<file path="config.mk">
export PLATFORM = sky130hd
export DESIGN_NAME = nco_mc
export DESIGN_NICKNAME = d
export VERILOG_FILES = /design/src/rtl/nco_mc.sv
export SDC_FILE = /design/constraint.sdc
export NUM_CORES = 2
export LEC_CHECK = 0
export CORE_ASPECT_RATIO = 0.7
export CORE_MARGIN = 1.5
export CORE_UTILIZATION = 45
export CTS_CLUSTER_DIAMETER = 30
export CTS_CLUSTER_SIZE = 28
export DETAILED_ROUTE_END_ITERATION = 7
export PLACE_DENSITY = 0.72
export SLEW_MARGIN = 20
export SYNTH_ARGS = -nofsm -noshare
export SYNTH_HDL_FRONTEND = slang
export SYNTH_SLANG_ARGS = --single-unit
</file>
<file path="constraint.sdc">
create_clock -name clk -period 6.7 [get_ports clk]
set_input_delay 1.34 -clock clk [delete_from_list [all_inputs] [get_ports clk]]
set_output_delay 1.34 -clock clk [all_outputs]
set_load 0.02 [all_outputs]
</file>
<file path="src/rtl/nco_mc.sv">
// Time-multiplexed multi-channel NCO: per-channel phase accumulators share one
// quarter-wave sine table and produce aligned sine, cosine and scaled sine.
module nco_mc #(
  parameter int unsigned WAVE_WIDTH      = 16,
  parameter int unsigned LUT_ADDR_BITS   = 8,
  parameter int unsigned NUM_CH          = 4,
  parameter int unsigned ACC_WIDTH       = 32,
  parameter int unsigned SCALE_INT_WIDTH = 2,
  parameter int unsigned SCALE_Q_WIDTH   = 14
) (
  input  logic                              clk,
  input  logic                              rst,
  input  logic                              en,
  input  logic                              sync,
  input  logic                              cfg_we,
  input  logic [$clog2(NUM_CH)-1:0]         cfg_ch,
  input  logic [1:0]                        cfg_sel,
  input  logic [31:0]                       cfg_data,
  output logic                              out_valid,
  output logic [$clog2(NUM_CH)-1:0]         out_ch,
  output logic signed [WAVE_WIDTH-1:0]      sine_out,
  output logic signed [WAVE_WIDTH-1:0]      cos_out,
  output logic signed [WAVE_WIDTH-1:0]      scaled_sine_out
);

  localparam int unsigned N         = 1 << LUT_ADDR_BITS;
  localparam int unsigned PW        = LUT_ADDR_BITS + 2;
  localparam int unsigned CH_W      = $clog2(NUM_CH);
  localparam int unsigned SCW       = SCALE_INT_WIDTH + SCALE_Q_WIDTH;
  localparam int unsigned PRW       = WAVE_WIDTH + SCW;
  localparam int unsigned SHW       = PRW - SCALE_Q_WIDTH;
  localparam int unsigned AMPLITUDE = (1 << (WAVE_WIDTH - 1)) - 1;

  localparam logic signed [SHW-1:0] SAT_HI = SHW'(AMPLITUDE);
  localparam logic signed [SHW-1:0] SAT_LO = ~SAT_HI;
  localparam logic [SCW-1:0]        SCALE_ONE = SCW'(1 << SCALE_Q_WIDTH);

  // Rounded quarter-wave sample k, evaluated at elaboration only.
  function automatic int lut_val(input int k);
    real pi_r;
    real ang;
    pi_r = 3.14159265358979323846;
    ang  = pi_r * real'(2 * k + 1) / real'(4 * N);
    return $rtoi(real'(AMPLITUDE) * $sin(ang) + 0.5);
  endfunction

  logic [WAVE_WIDTH-1:0] lut [N];

  for (genvar k = 0; k < N; k++) begin : g_lut
    localparam logic [WAVE_WIDTH-1:0] V = WAVE_WIDTH'(lut_val(k));
    assign lut[k] = V;
  end

  logic [ACC_WIDTH-1:0] freq  [NUM_CH];
  logic [PW-1:0]        phase [NUM_CH];
  logic [SCW-1:0]       scale [NUM_CH];
  logic [ACC_WIDTH-1:0] acc   [NUM_CH];
  logic [CH_W-1:0]      ch;

  logic                 issue_c;
  logic [PW-1:0]        p_c;

  assign issue_c = en & ~sync;
  assign p_c     = acc[ch][ACC_WIDTH-1 -: PW] + phase[ch];

  // Configuration registers, accumulators and the channel counter.
  always_ff @(posedge clk) begin
    if (rst) begin
      for (int c = 0; c < NUM_CH; c++) begin
        freq[c]  <= '0;
        phase[c] <= '0;
        scale[c] <= SCALE_ONE;
        acc[c]   <= '0;
      end
      ch <= '0;
    end else begin
      if (cfg_we) begin
        case (cfg_sel)
          2'd0:    freq[cfg_ch]  <= cfg_data[ACC_WIDTH-1:0];
          2'd1:    phase[cfg_ch] <= cfg_data[PW-1:0];
          2'd2:    scale[cfg_ch] <= cfg_data[SCW-1:0];
          default: ;
        endcase
      end
      if (sync) begin
        for (int c = 0; c < NUM_CH; c++) acc[c] <= '0;
        ch <= '0;
      end else if (issue_c) begin
        acc[ch] <= acc[ch] + freq[ch];
        ch      <= (ch == CH_W'(NUM_CH - 1)) ? '0 : ch + CH_W'(1);
      end
    end
  end

  // Pipeline registers.
  logic                        s1_valid, s2_valid, s3_valid, s4_valid;
  logic [CH_W-1:0]             s1_ch, s2_ch, s3_ch, s4_ch;
  logic [PW-1:0]               s1_p;
  logic [SCW-1:0]              s1_scale, s2_scale;
  logic [WAVE_WIDTH-1:0]       s2_sin, s2_cos;
  logic                        s2_sneg, s2_cneg;
  logic signed [WAVE_WIDTH-1:0] s3_sine, s3_cos, s4_sine, s4_cos;
  logic signed [SCW-1:0]       s3_scale;
  logic signed [SHW-1:0]       s4_prod;

  logic [PW-1:0]               pc_c;
  logic [LUT_ADDR_BITS-1:0]    a_c, sin_addr_c, cos_addr_c;
  logic signed [PRW-1:0]       prod_c;
  logic signed [WAVE_WIDTH-1:0] sat_c;

  // Quarter-wave folding: odd quadrants mirror the address, upper half negates.
  always_comb begin
    pc_c       = s1_p + PW'(N);
    a_c        = s1_p[LUT_ADDR_BITS-1:0];
    sin_addr_c = s1_p[LUT_ADDR_BITS] ? ~a_c : a_c;
    cos_addr_c = pc_c[LUT_ADDR_BITS] ? ~a_c : a_c;
    prod_c     = PRW'(s3_sine) * PRW'(s3_scale);
    if (s4_prod > SAT_HI)      sat_c = WAVE_WIDTH'(SAT_HI);
    else if (s4_prod < SAT_LO) sat_c = WAVE_WIDTH'(SAT_LO);
    else                       sat_c = WAVE_WIDTH'(s4_prod);
  end

  always_ff @(posedge clk) begin
    if (rst) begin
      s1_valid <= 1'b0; s2_valid <= 1'b0; s3_valid <= 1'b0; s4_valid <= 1'b0;
      s1_ch <= '0; s2_ch <= '0; s3_ch <= '0; s4_ch <= '0;
      s1_p <= '0; s1_scale <= '0; s2_scale <= '0;
      s2_sin <= '0; s2_cos <= '0; s2_sneg <= 1'b0; s2_cneg <= 1'b0;
      s3_sine <= '0; s3_cos <= '0; s3_scale <= '0;
      s4_sine <= '0; s4_cos <= '0; s4_prod <= '0;
      out_valid <= 1'b0; out_ch <= '0;
      sine_out <= '0; cos_out <= '0; scaled_sine_out <= '0;
    end else begin
      s1_valid <= issue_c;
      s1_ch    <= ch;
      s1_p     <= p_c;
      s1_scale <= scale[ch];

      s2_valid <= s1_valid;
      s2_ch    <= s1_ch;
      s2_sin   <= lut[sin_addr_c];
      s2_cos   <= lut[cos_addr_c];
      s2_sneg  <= s1_p[PW-1];
      s2_cneg  <= pc_c[PW-1];
      s2_scale <= s1_scale;

      s3_valid <= s2_valid;
      s3_ch    <= s2_ch;
      s3_sine  <= s2_sneg ? -$signed(s2_sin) : $signed(s2_sin);
      s3_cos   <= s2_cneg ? -$signed(s2_cos) : $signed(s2_cos);
      s3_scale <= $signed(s2_scale);

      s4_valid <= s3_valid;
      s4_ch    <= s3_ch;
      s4_sine  <= s3_sine;
      s4_cos   <= s3_cos;
      s4_prod  <= prod_c[PRW-1:SCALE_Q_WIDTH];

      out_valid <= s4_valid;
      if (s4_valid) begin
        out_ch          <= s4_ch;
        sine_out        <= s4_sine;
        cos_out         <= s4_cos;
        scaled_sine_out <= sat_c;
      end
    end
  end

  logic unused_bits;
  assign unused_bits = ^{cfg_data, prod_c[SCALE_Q_WIDTH-1:0]};

endmodule

</file>
Word-level counts from Yosys, hierarchy flattened
Memories as Yosys holds them, arrays and structs flattened. A register that Yosys moved wholly into a read port is not among the register bits. Index checks and enable logic that the tools add are counted.

Input port bits: 41. Word-level logic and storage cells: 107. RAM bits: 360. Memories: 6. ROM bits: 8192. Output and inout bits: 51. Flip-flop bits (word level): 191.

Muxes and demuxes: 50. Equality and inequality tests: 3. $add $sub $neg: 6. Magnitude comparators: 2. Bitwise operators: 9. Reductions and logical operators: 6. $mul: 1.

Memories: (name not given) (depth 256, width 16, rd ports 1, clocked after Yosys merged registers in 1, wr ports 0, line 142) `s2_cos <= lut[cos_addr_c];`; (name not given) (depth 256, width 16, rd ports 1, clocked after Yosys merged registers in 1, wr ports 0, line 141) `s2_sin <= lut[sin_addr_c];`; acc (depth 4, width 32, rd ports 1, clocked after Yosys merged registers in 1, wr ports 4, line 57) `logic [ACC_WIDTH-1:0] acc [NUM_CH];`; freq (depth 4, width 32, rd ports 1, clocked after Yosys merged registers in 1, wr ports 4, line 54) `logic [ACC_WIDTH-1:0] freq [NUM_CH];`; scale (depth 4, width 16, rd ports 1, clocked after Yosys merged registers in 1, wr ports 4, line 56) `logic [SCW-1:0] scale [NUM_CH];`; phase (depth 4, width 10, rd ports 1, clocked after Yosys merged registers in 1, wr ports 4, line 55) `logic [PW-1:0] phase [NUM_CH];`.

Operators by type and width (count): $mux 32 (6); $mux 16 (5); $reduce_or 32->1 (2); $add 32x32->32 (1); $mul 16x16->32 (1); $neg 16->16 (2); $mux 1 (25); $mux 2 (11); $gt 18x16->1 const B (1); $lt 18x16->1 const B (1); $not 8->9 (2); $mux 8 (2); $reduce_or 16->1 (1); $add 10x10->10 (1); $add 10x9->10 const B (1); $mux 10 (1); $reduce_or 10->1 (1); $not 8->8 (1); $eq 2x2->1 const B (2); $or 1x1->1 (4); $add 2x1->2 const B (1); $eq 2x1->1 const B (1); $logic_not 2->1 (1); $reduce_or 2->1 (1); 2 further kinds (2).

Logic depth before layout (Yosys ltp)
Depth in word-level cells: 8. Mapped depth: 22. Depth with buffers taken out: 21.

Worst setup path before layout
Ideal clock, no wire load.

Path kind: register to register. Start: register s3_sine[15]. End: register s4_prod[15]. Setup time: 0.121 ns. Required time: 6.579 ns. Clock period less this slack: 6.014 ns. Slack: 0.686 ns. Stages on the path, launching flop included: 21. Arrival: 5.893 ns. Path buffers: 2. Cells stage by stage: dfxtp_1 -> clkbuf_1 -> nand2_1 -> inv_1 -> fa_1 -> fa_1 -> fa_1 -> fa_1 -> fa_1 -> inv_1 -> fa_1 -> inv_1 -> ha_1 -> clkbuf_1 -> a21oi_1 -> o21ai_0 -> a21oi_1 -> o22a_1 -> nand3_1 -> o31ai_1 -> mux2_2.

Word-level cells in the longest chain between the ends: 1.

Ends and longest elaborated chain: start, declared (line 102) `logic signed [WAVE_WIDTH-1:0] s3_sine, s3_cos, s4_sine, s4_cos;`; start signal, assigned (line 149) `s3_sine <= s2_sneg ? -$signed(s2_sin) : $signed(s2_sin);`; $mul 16x16->32 (line 117) `prod_c = PRW'(s3_sine) * PRW'(s3_scale);`; end signal, assigned (line 157) `s4_prod <= prod_c[PRW-1:SCALE_Q_WIDTH];`; end, declared (line 104) `logic signed [SHW-1:0] s4_prod;`.

No other way between the ends. A chain may end at the register's enable or synchronous reset.

Final worst setup path
Start: register s3_sine[12]. End: register s4_prod[16].

The elaborated chain is that of the path after synthesis.

==> summary.md <==
| Metric | Value |
|---|---|
| Global Route Usage Sum | `29.69%` |
| Number of synthesized flops with an enable pin | `360` |
| RSZ-0062 raised after global routing | `no` |
| Share of post-route cells with drive strength above 1 | `9.289%` |
| Sequential area share after synthesis | `36.27%` |
| Cells after Synth | `4413` |
| Yosys Warn Count | `0` |
| Setup violations, final | `0` |
| Status | `finished with violations` |
| Post-CTS Resized | `0` |
| # H-tree levels | `3` |
| Switching power | `7.193 mW` |
| Final Max Tran Viols | `0` |
| Worst slew margin | `10.58%` |
| Kind of critical path | `reg -> reg` |
| First-pass GRT wire length | `218.6 mm` |
| Row count | `94` |
| Setup crit end kind | `register` |
| Clock group share of total power | `27.1%` |
| DRC | `23` |
| Area delta synth->final | `11.21%` |
| Sink Count | `599` |
| Routed WL | `146.3 mm` |
| Synth unique cells | `85` |
| CTS Hold Bufs | `0` |
| Clock period minus worst slack | `6.324 ns` |
| GRT overflow | `0` |
| Combinational Power Share | `44.4%` |
| Vias in the first global route | `33836` |
| Flops & latches, synth | `599` |
| Primary FF master, synth | `edfxtp_1` |
| Worst Path Required | `7.21 ns` |
| Num ports | `92` |
| Max Fclk | `0.1581 GHz` |
| Num CTS Buffers | `77` |
| Switch share | `44.85%` |
| Final critical-path share of the clock period | `94.39%` |
| DR vias/cell | `6.285` |
| CTS tree | `done` |
| Initial antenna violation count | `10` |
| Crit path max fanout | `17` |
| Syn avg cell area | `9.743 sq um` |
| Routability cong. | `1.057` |
| Hold/Removal Path Class | `reg -> reg` |
| CP Launch Type | `register` |
| PortBufs | `91` |
| Syn_nets | `4876` |
| Max Buffers Root-to-Sink | `3` |
| Worst skew pair latency | `0.68 ns` |
| LEAKAGE | `19.07 nW` |
| Power per cell area | `335.4 nW/um^2` |
| Starting density of the core | `45.58%` |
| Final Power | `16.04 mW` |
| Synth Cell Area | `42990 sq um` |
| Final Hold Viols | `0` |
| Die height | `261.6 um` |
| Core area | `94330 sq um` |
| Worst Max-Slew Pin Slew | `1.341 ns` |
| Dpl hpwl | `101.2 mm` |
| Fill cells | `8483` |
| Largest net degree at the start of global routing | `210` |
| Initial DRC Count | `6048` |
| Asr flop ratio synth | `0%` |
| Sum Neg Setup Slack | `0 ns` |
| Failing checks | `design-rule violations` |
| Clk root buf | `clkbuf_16` |
| VDD IR-drop max | `0.2945 mV` |
| Post-route setup slack | `0.3756 ns` |
| Place WS | `0.2310 ns` |
| Post-route ant nets | `0` |
| Critical path arrival | `6.83 ns` |
| # Max-Cap Violations | `0` |
| Clock Skews | `0.04189 ns` |
| WL/cell | `25.81 um` |
| Clock Pin Slew Worst Setup and Hold Paths | `0.06 ns` |
| Setup bufs post-CTS | `0` |
| Flop pwr share | `28.5%` |
| Routed vias | `35640` |
| Drt first pass iters | `8` |
| DIE WIDTH | `372.5 um` |
| Final nets | `4813` |
| Int Power | `8.845 mW` |
| Die ar. | `97440 sq um` |
## path summary, 6_finish.rpt
| path | slack (ns) | end | from | cells past startpoint |
|---|---|---|---|---|
| worst min register to register | 0.43 | s3_scale[14] | s2_scale[14] | 1 |
| worst min-delay path | 0.43 | s3_scale[14] | s2_scale[14] | 1 |
| worst max register to register | 0.38 | s4_prod[16] | s3_sine[12] | 19 |
| worst max-delay path | 0.38 | s4_prod[16] | s3_sine[12] | 19 |
## worst max-delay path, cell delays in order, from the launching register on
cell      delay [ns]
dfxtp_1         0.75
nand2_1         0.17
fa_1            0.53
fa_1            0.52
fa_1            0.53
inv_1           0.06
fa_1            0.49
fa_1            0.50
inv_1           0.05
fa_1            0.48
inv_1           0.04
ha_1            0.30
nand4_1         0.13
nor2_1          0.15
nand3_1         0.11
a21boi_1        0.45
o211ai_1        0.16
a21boi_0        0.48
or4_1           0.19
nand4_1         0.08
## logic make-up after synthesis
family / count (synthesis) / share of synthesized area, %
AO/OA/AOI/OAI: 948 / 14.50
AND/OR/NAND/NOR: 1523 / 17.58
buffers and inverters: 673 / 6.315
XOR/XNOR: 98 / 2.101
adder cells (fa/ha/maj): 422 / 16.87
multiplexers: 150 / 6.359
flip-flops: 599 / 36.27
## flip-flops by register name (all words and copies together) (netlist names), 16 cells and up, named ones only
signal           cells
acc                128
cos_out             16
freq               128
phase               40
s1_scale            16
s2_scale            16
s3_cos              16
s3_scale            16
s3_sine             16
s4_cos              16
s4_prod             18
s4_sine             16
scale               64
scaled_sine_out     16
sine_out            16
## final cells by class
type	count	area [sq um]	share of cell area (%)
Clock inverter	59	770.7	1.612
Tap cell	1248	1562	3.266
Antenna cell	9	22.52	0.04710
Clock buffer	84	1973	4.127
Inverter	331	1245	2.604
Timing Repair Buffer	200	1795	3.755
Multi-Input combinational cell	3141	24830	51.93
Sequential cell	599	15610	32.66
## through the flow
step           cell area [sq um]  hold WS (ns)  cells  utilization [%]
5_1_grt                    47790        0.4489   5662            50.67
3_3_place_gp               45040        0.4173   5519            47.75
3_5_place_dp               45040        0.4220   5519            47.75
6_report                   47810        0.4318   5671            50.69
2_1_floorplan              43000        0.4138   4413                -
4_1_cts                    47780        0.4351   5662            50.66
## synthesized netlist by cell type, drive strengths merged, types with 101 or more instances
library cell,number,area (sq um)
dfxtp,239,4785
ha,159,1989
fa,263,5265
o21ai,191,955.9
nor3,101,505.5
clkbuf,212,797.0
buf,130,675.7
edfxtp,360,10810
nand2,344,1296
nor2,388,1466
and2,335,2096
a21oi,254,1271
inv,330,1239
nor2b,109,681.9
## cells in the final DEF, fill, tap and decap left out, types with 20 or more instances in the layout
cell type	n
nand3_1	61
fa_1	262
a31oi_1	49
o311ai_0	36
clkbuf_16	77
mux2i_1	47
o211ai_1	51
dfxtp_1	230
and2_1	334
xor2_1	38
clkdlybuf4s50_1	90
a211oi_1	43
ha_1	158
nand2_1	341
buf_4	104
edfxtp_1	360
o21ai_0	190
inv_1	328
a311oi_1	25
and3_1	48
nor3b_1	24
nor2b_1	108
xnor2_1	47
o31ai_1	24
or3_1	20
nand2b_1	48
nor2_1	375
nor3_1	100
o22ai_1	29
a221oi_1	26
a21o_1	39
mux4_2	98
a21oi_1	254
## power groups by stage
stage / Combinational (mW) / Sequential, mW / Clock, mW
2_1_floorplan: 4.33 / 4.46 / 0
3_3_place_gp: 6.61 / 4.62 / 0
3_5_place_dp: 6.55 / 4.64 / 0
4_1_cts: 6.58 / 4.56 / 4.40
5_1_grt: 7.31 / 4.61 / 4.55
6_report: 7.12 / 4.57 / 4.35
## routing by layer
metal / share of wire [%] / GRT usage (%) / vias to the layer above
li1: - / - / 15393
met2: 39 / 39.79 / 2460
met5: 0.081 / 0 / -
met4: 2.7 / 7.063 / 10
met3: 15 / 13.30 / 385
met1: 43 / 43.29 / 17392
(Power assumes the default switching activity.)
